## src/rtl/arith_pkg.sv

```systemverilog
// Shared arithmetic word definitions for the accumulator / differentiator pair.
// Both blocks default to the same word width so they wrap identically.
package arith_pkg;
  localparam int ARITH_DATA_WIDTH = 32;
  typedef logic [ARITH_DATA_WIDTH-1:0] arith_word_t;
endpackage

```

## src/rtl/delay_line.sv

```systemverilog
// Shift register of DEPTH words that advances only on i_SHIFT; o_TAP is the oldest entry.
// Latency DEPTH shifts; no backpressure of its own, the caller gates i_SHIFT.
module delay_line #(
  parameter int WIDTH = 32,
  parameter int DEPTH = 1
) (
  input  logic             i_CLK,
  input  logic             i_RESET_N,
  input  logic             i_SHIFT,
  input  logic [WIDTH-1:0] i_DATA,
  output logic [WIDTH-1:0] o_TAP
);

  logic [WIDTH-1:0] taps_q [DEPTH];

  always_ff @(posedge i_CLK) begin
    if (!i_RESET_N) begin
      for (int k = 0; k < DEPTH; k++) taps_q[k] <= '0;
    end else if (i_SHIFT) begin
      taps_q[0] <= i_DATA;
      for (int k = 1; k < DEPTH; k++) taps_q[k] <= taps_q[k-1];
    end
  end

  assign o_TAP = taps_q[DEPTH-1];

endmodule

```

## src/rtl/differentiator.sv

```systemverilog
// Streaming comb y[n] = x[n] - x[n-DELAY] (mod 2^DATA_WIDTH), one-cycle registered output.
// Accepts when the output slot is empty or being drained; stalls hold all state.
module differentiator
  import arith_pkg::*;
#(
  parameter int DATA_WIDTH = ARITH_DATA_WIDTH,
  parameter int DELAY      = 1
) (
  input  logic                  i_CLK,
  input  logic                  i_RESET_N,
  input  logic                  i_ENABLE,
  input  logic [DATA_WIDTH-1:0] i_DATA_IN,
  output logic                  o_READY,
  output logic                  o_VALID,
  output logic [DATA_WIDTH-1:0] o_DATA_OUT,
  output logic                  o_PRIMED,
  input  logic                  i_READY
);

  if (DELAY < 1) begin : g_bad_delay
    $error("differentiator: DELAY must be >= 1");
  end

  localparam int CW = $clog2(DELAY + 1);

  logic                  valid_q, valid_d;
  logic [DATA_WIDTH-1:0] data_q, data_d;
  logic                  primed_q, primed_d;
  logic [CW-1:0]         count_q, count_d;
  logic [DATA_WIDTH-1:0] tap;
  logic                  accept;

  assign o_READY = !valid_q || i_READY;
  assign accept  = i_ENABLE && o_READY;

  delay_line #(
    .WIDTH(DATA_WIDTH),
    .DEPTH(DELAY)
  ) u_delay (
    .i_CLK    (i_CLK),
    .i_RESET_N(i_RESET_N),
    .i_SHIFT  (accept),
    .i_DATA   (i_DATA_IN),
    .o_TAP    (tap)
  );

  always_comb begin
    valid_d  = valid_q;
    data_d   = data_q;
    primed_d = primed_q;
    count_d  = count_q;
    if (accept) begin
      data_d   = i_DATA_IN - tap;
      valid_d  = 1'b1;
      primed_d = (count_q == CW'(DELAY));
      // Count saturates so it only records whether the history is fully real.
      if (count_q != CW'(DELAY)) count_d = count_q + CW'(1);
    end else if (valid_q && i_READY) begin
      valid_d = 1'b0;
    end
  end

  always_ff @(posedge i_CLK) begin
    if (!i_RESET_N) begin
      valid_q  <= 1'b0;
      data_q   <= '0;
      primed_q <= 1'b0;
      count_q  <= '0;
    end else begin
      valid_q  <= valid_d;
      data_q   <= data_d;
      primed_q <= primed_d;
      count_q  <= count_d;
    end
  end

  assign o_VALID    = valid_q;
  assign o_DATA_OUT = data_q;
  assign o_PRIMED   = primed_q;

endmodule

```

## config.mk

```make
export PLATFORM = sky130hd
export DESIGN_NAME = differentiator
export DESIGN_NICKNAME = d
export VERILOG_FILES = /design/src/rtl/arith_pkg.sv /design/src/rtl/delay_line.sv /design/src/rtl/differentiator.sv
export SDC_FILE = /design/constraint.sdc
export NUM_CORES = 1
export LEC_CHECK = 0
export ABC_CLOCK_PERIOD_IN_PS = 3240
export BUFFER_PORTS_ARGS = -buffer_cell sky130_fd_sc_hd__buf_4
export CORE_MARGIN = 2
export CORE_UTILIZATION = 35
export DETAILED_ROUTE_END_ITERATION = 10
export MAX_ROUTING_LAYER = met4
export PLACE_DENSITY_LB_ADDON = 0.2
export SETUP_SLACK_MARGIN = 0.3
export SLEW_MARGIN = 20
export SYNTH_ARGS = -nofsm -noshare
export SYNTH_HDL_FRONTEND = slang
export SYNTH_SLANG_ARGS = --single-unit
```

## constraint.sdc

```tcl
create_clock -name i_CLK -period 3.24 [get_ports i_CLK]
set_clock_uncertainty 0.1 [all_clocks]
set_input_delay 0 -clock i_CLK [delete_from_list [all_inputs] [get_ports i_CLK]]
set_output_delay 0 -clock i_CLK [all_outputs]
set_load 0.01 [all_outputs]
```

==> metrics, run 1 <==
status completed; Layout Nets roughly 660; Synth area leader edfxtp_1; initial core utilization 36.17%; final period utilization 79.13%; FILL cells roughly 1200; Num CTS Buffers 9; Main synth FF type dfxtp_1; CP startpoint kind flip-flop; Synth Area per Inst approximately 9.0 µm²; Crit Path Max Fanout 4; global-route wire length before repair 18.01 mm; hold crit path type in -> out; Worst-Margin Slew around 0.8 ns; top area cells in the synthesized netlist edfxtp_1 22%, dfxtp_1 16%, ha_1 8.8%; Synth cell types 65; DRC errors left 0; core region area 12160 µm²; met2 WL 5.266 mm; Synth Register Bits 67; RR Endpoint o_DATA_OUT[30]$_SDFFE_PN0P_; crit end category flip-flop; DRT antenna net count 0; fin. max-slew vios 0; Die Ht 116.1 µm; Total GRT Usage 17.75%; ys async rst share 0%; Final Critical Period roughly 2.6 ns; routed vias 3813; reg2reg path depth 9; max_slew headroom 47.17%; RSZ-0062 raised after global routing no; non-filler cells, final 763; drt first pass iters 5; final hold slack 0.2935 ns; Worst Hold End o_READY; total gr overflow 0; Skew-Pair Late Insertion Delay 0.35 ns; routed wire length 10.97 mm; Die W 116.1 µm; PortBufs 70; cell with the most instances after synthesis nand2_1; hold depth 3; top-area cell type share of the netlist area 21.84%; Inst Count DP 712; min-delay src i_READY; register area share after synthesis 37.77%; number of synthesized flops with an enable pin 32; total of warnings raised by yosys 0; CTS max path bufs 2; CTS tree yes; Post-Syn Nets about 560; Setup Total Neg Slack 0 ns; Worst-path clk slew 0.06 ns; CP required approximately 3.4 ns; achievable frequency roughly 390 MHz; Area growth syn-to-layout 29.98%; Rows 40; PostCTS Resize Cnt 0; flop2flop setup slack roughly 0.68 ns; wire length on met1 between 5 and 6 mm; # setup viols final 0; Final GP Congestion 0.8376; die footprint 13480 µm²; Avg WL per Cell 14.38 µm; largest net degree at the start of global routing 48; CTS root buf clkbuf_16; Starting DRT DRC Count approximately 220; layout cells sized above 1 a little under a fifth; dpl hpwl 8.002 mm; Crit Reg-Reg Startpoint u_delay.taps_q[0][0]$_SDFFCE_PN0P_; DP Area 5049 µm²; Synth top cells by count 53 x nand2_1, 41 x inv_1, 35 x dfxtp_1, 34 x and2_1, 32 x edfxtp_1; via-per-instance ratio between 4 and 5; number of I/O pins between 70 and 80; maximum vdd drop 0.2805 mV; kind of critical path reg -> reg; pwr/cell area 496.9 nW/µm²; max layer used met4; Finished Cell Area about 5700 µm²; initial antenna violation count 0; Arr. time, crit path roughly 2.8 ns; clk sinks 67; Syn Inst Count 491; WL met3 351 µm; vias in the first global route between 3000 and 4000; max-cap viol count 0; Synth Cell Area 4399 µm²; number of diodes 0; htree depth 3; Fin. Hold Viols 0; leak pwr 2.454 nW
registers in the layout, summed over array words and instances, names as in the netlist:
name,flops
count_q,1
o_PRIMED,1
u_delay.taps_q,32
o_VALID,1
o_DATA_OUT,32
placed cells by master, fill, tap and decap left out, types with 10 or more instances in the layout:
cell type | Yosys | layout
o21ai_1 | 10 | 10
o21ai_0 | 29 | 29
a21oi_1 | 27 | 27
inv_1 | 41 | 41
nor2_1 | 23 | 23
nand3_1 | 11 | 11
dfxtp_1 | 35 | 35
and2_1 | 34 | 34
nand2_1 | 53 | 53
xnor2_1 | 10 | 10
a21o_1 | 18 | 18
buf_4 | 1 | 75
ha_1 | 31 | 31
edfxtp_1 | 32 | 32
dlygate4sd3_1 | 0 | 35
through the flow:
step	setup slack (ns)	util, %	power (mW)
after detailed placement	0.6903	41.51	1.778
final	0.6762	47.02	2.841
after global placement	0.7755	41.51	1.767
after floorplan	0.8756	-	1.533
after global routing	0.5227	47.02	3.008
after CTS	0.6885	47.02	2.875
worst max-delay path by stage:
stage / start / end / slack [ns]
2_1_floorplan: u_delay.taps_q[0][0]$_SDFFCE_PN0P_ / o_DATA_OUT[30]$_SDFFE_PN0P_ / 0.88
3_3_place_gp: u_delay.taps_q[0][0]$_SDFFCE_PN0P_ / o_DATA_OUT[30]$_SDFFE_PN0P_ / 0.78
3_5_place_dp: u_delay.taps_q[0][0]$_SDFFCE_PN0P_ / o_DATA_OUT[22]$_SDFFE_PN0P_ / 0.69
4_1_cts: u_delay.taps_q[0][0]$_SDFFCE_PN0P_ / o_DATA_OUT[30]$_SDFFE_PN0P_ / 0.69
5_1_grt: u_delay.taps_q[0][0]$_SDFFCE_PN0P_ / o_DATA_OUT[22]$_SDFFE_PN0P_ / 0.52
6_report: u_delay.taps_q[0][0]$_SDFFCE_PN0P_ / o_DATA_OUT[30]$_SDFFE_PN0P_ / 0.68
cell families (layout without fill, tap and decap cells):
| kind of cell | after synthesis | count (layout) | share of synthesized area [%] |
|---|---|---|---|
| AOI/OAI and AO/OA | 151 | 151 | 24.69 |
| xor gates and xnor gates | 18 | 18 | 3.584 |
| adders and majority gates | 32 | 32 | 9.272 |
| buffers and inverters | 63 | 167 | 6.314 |
| DFF | 67 | 67 | 37.77 |
| and+or+nand+nor | 160 | 160 | 18.37 |
where the power goes:
group / internal (mW) / leakage (nW) / switching [mW]
sequential: 0.974 / 0.638 / 0.0396
combinational: 0.351 / 1.66 / 0.426
clock: 0.674 / 0.153 / 0.377
layer usage:
metal	up-vias	global-route usage, %
met5	-	-
met4	0	5.000
met3	14	5.034
met2	66	28.34
met1	1769	22.08
li1	1964	-
worst max-delay path, cell delays in order (launching register included):
cell,delay (ns)
edfxtp_1,0.36
ha_1,0.22
fa_1,0.42
nor2b_2,0.16
o2111ai_2,0.17
a21oi_1,0.31
o21bai_2,0.14
a211o_1,0.32
o31a_1,0.24
nand3_1,0.07
cell type report:
type / count / area (µm²) / area share, %
multi-input combinational: 361 / 2460 / 43.02
sequential: 67 / 1662 / 29.06
timing repair buffer: 110 / 913.4 / 15.97
clock buffer: 10 / 229.0 / 4.004
tap: 168 / 210.2 / 3.676
inverter: 41 / 153.9 / 2.691
clock inverter: 6 / 90.09 / 1.575
timing repair:
| item | CTS | global route |
|---|---|---|
| endpoints found under the hold margin | 36 | 0 |
| setup buffers | 0 | 0 |
| hold buffers | 35 | 0 |
Power figures use the tool's default switching activity.
==> run 2: changes to the inputs <==
--- a/config.mk
+++ b/config.mk
@@ -5,7 +5,7 @@
 export SDC_FILE = /design/constraint.sdc
 export NUM_CORES = 1
 export LEC_CHECK = 0
-export ABC_CLOCK_PERIOD_IN_PS = 3240
+export ABC_CLOCK_PERIOD_IN_PS = 2300
 export BUFFER_PORTS_ARGS = -buffer_cell sky130_fd_sc_hd__buf_4
 export CORE_MARGIN = 2
 export CORE_UTILIZATION = 35
==> constraint.sdc (replaced) <==
create_clock -name i_CLK -period 2.3 [get_ports i_CLK]
set_clock_uncertainty 0.1 [all_clocks]
set_input_delay 0 -clock i_CLK [delete_from_list [all_inputs] [get_ports i_CLK]]
set_output_delay 0 -clock i_CLK [all_outputs]
set_load 0.01 [all_outputs]
==> run 2 against run 1 <==
  * The run now ends with negative setup slack left
  * First-iteration DRC count did not move
  * Via count increased by 5.6%
  * Power up 44%
  * Routed wire length is 9.1% higher
  * Highest routed layer unchanged
  * Clock power rose by 26%
  * Non-clock buffer count up 40
  * Combinational power is 70% higher
==> metrics, run 2 (same netlist as run 1, synthesis figures left out) <==
reg2reg path depth 9 (unchanged); most frequent cells in the layout 112 x buf_4, 51 x nand2_1, 37 x inv_1; layout cells sized above 1 28.86% (+11 points); DRT antenna net count 0 (unchanged); DRC errors left 0 (unchanged); flop2flop setup slack -0.06 ns (-0.73 ns); routed vias 4026 (+5.6%); hold crit path type in -> reg; Rows 40 (unchanged); CP startpoint kind flip-flop; Skew-Pair Late Insertion Delay 0.34 ns (about the same); Arr. time, crit path 2.55 ns (-0.20 ns); leak pwr 2.676 nW (+9.0%); critical path launch point u_delay.taps_q[0][0]$_SDFFCE_PN0P_; maximum vdd drop 0.3222 mV (+15%); max_slew headroom 62.82% (+16 points); crit end category flip-flop; pwr/cell area 651.2 nW/µm² (+31%); largest net degree at the start of global routing 48 (unchanged); max-cap viol count 0 (unchanged); FILL cells 1163 (-1.8%); clk sinks 67 (unchanged); commonest non-fill, non-tap cell in the layout buf_4; Setup crit end o_DATA_OUT[30]$_SDFFE_PN0P_; Area growth syn-to-layout 42.43%; drt first pass iters 4 (-1); Num CTS Buffers 9 (unchanged); Worst-path clk slew 0.06 ns (about the same); core region area 12160 µm² (unchanged); global-route wire length before repair 19.60 mm (+8.8%); Setup Total Neg Slack -0.1522 ns (-0.1522 ns); Final GP Congestion 0.8338 (-0.45%); RR Endpoint o_DATA_OUT[30]$_SDFFE_PN0P_; CTS tree yes; dpl hpwl 8.652 mm (+8.1%); Starting DRT DRC Count 216 (unchanged); routed wire length 11.97 mm (+9.1%); total gr overflow 0 (unchanged); kind of critical path reg -> reg; Avg WL per Cell 14.93 µm (+3.8%); number of I/O pins 71 (unchanged); # setup viols final 5 (+5); status finished with violations; min-delay src i_DATA_IN[0]; Crit Path Max Fanout 4 (unchanged); vias in the first global route 4068 (+11%); PortBufs 70 (unchanged); Layout Utilization 51.52% (+4.5 points); CTS root buf clkbuf_16; achievable frequency 424.3 MHz (+8.8%); Worst-Margin Slew 0.5562 ns (-0.2341 ns); initial core utilization 36.17% (unchanged); post-layout power 4.080 mW (+44%); htree depth 3 (unchanged); CTS max path bufs 2 (unchanged); via-per-instance ratio 5.020 (+0.45%); Crit Reg-Reg Startpoint u_delay.taps_q[0][0]$_SDFFCE_PN0P_; die footprint 13480 µm² (unchanged); Total GRT Usage 19.22% (+1.5 points); Reg area 1662 µm² (unchanged); Fin. Hold Viols 0 (unchanged); Die Ht 116.1 µm (unchanged); fin. max-slew vios 0 (unchanged); Final Critical Period 2.357 ns (-0.2070 ns); Die W 116.1 µm (unchanged); number of diodes 0 (unchanged); Layout Nets 698 (+6.1%); CP required 2.49 ns (-0.94 ns); footprint of the multi-input gates 2714 µm² (+10%); RSZ-0062 raised after global routing yes; Final Worst Setup Slack -0.05675 ns (-0.7330 ns); final period utilization 102.5% (+23 points); initial antenna violation count 0 (unchanged); failing checks negative setup slack
[run 2: repair_timing]
item | CTS | global route
endpoints found under the hold margin | 35 | 0
resized for setup | 25 | 6
pin swaps | 8 | 10
buffers inserted | 3 | 4
hold buffers | 35 | 0
setup endpoints to repair | 25 | 26
[run 2: area by class of cell]
cell class / instances / share of cell area (%)
Timing Repair Buffer: 150 / 19.83
Inverter: 41 / 2.516
Multi-Input combinational cell: 361 / 43.31
Tap cell: 168 / 3.355
Sequential cell: 67 / 26.52
Clock buffer: 13 / 4.313
Clock inverter: 2 / 0.1597
[run 2: critical path: stages (launching register included)]
cell and delay, ns:
edfxtp_1 0.36, ha_2 0.20, fa_2 0.40, nor2b_4 0.15, o2111ai_4 0.15, a21oi_2 0.21, o21bai_2 0.11, a211o_1 0.30
o31a_1 0.24, nand3_1 0.07
[run 2: per-layer routing]
metal | wire length (µm) | part of all wire (%) | vias up | track usage [%]
met5 | 0 | 0 | - | -
met4 | 165 | 1.4 | 0 | 5.873
met3 | 426 | 3.6 | 10 | 3.840
met2 | 5786 | 48 | 78 | 32.12
met1 | 5594 | 47 | 1903 | 23.55
li1 | - | - | 2035 | -
[run 2: worst min path at each step]
| stage | to | slack, ns | cells past startpoint |
|---|---|---|---|
| 2_1_floorplan | count_q$_SDFFE_PN0P_ | 0.01 | 2 |
| 6_report | o_DATA_OUT[0]$_SDFFE_PN0P_ | 0.02 | 4 |
| 5_1_grt | o_DATA_OUT[0]$_SDFFE_PN0P_ | 0.05 | 4 |
| 4_1_cts | o_DATA_OUT[0]$_SDFFE_PN0P_ | 0.01 | 4 |
| 3_5_place_dp | count_q$_SDFFE_PN0P_ | 0.14 | 3 |
| 3_3_place_gp | count_q$_SDFFE_PN0P_ | 0.13 | 3 |
[run 2: stage by stage]
step | std cells | hold WS, ns | cell area [µm²] | worst slack (ns)
after floorplan | 491 | 0.01146 | 4479 | 0.07521
after global placement | 745 | 0.1280 | 5398 | 0.02340
after CTS | 798 | 0.01139 | 6205 | -0.03106
after detailed placement | 745 | 0.1362 | 5398 | -0.04855
final | 802 | 0.02027 | 6266 | -0.05675
after global routing | 802 | 0.04578 | 6266 | -0.1551
[run 2: power by group]
part	switching (mW)	internal (mW)
clock network	0.515	0.808
registers	0.0591	1.37
logic	0.675	0.650
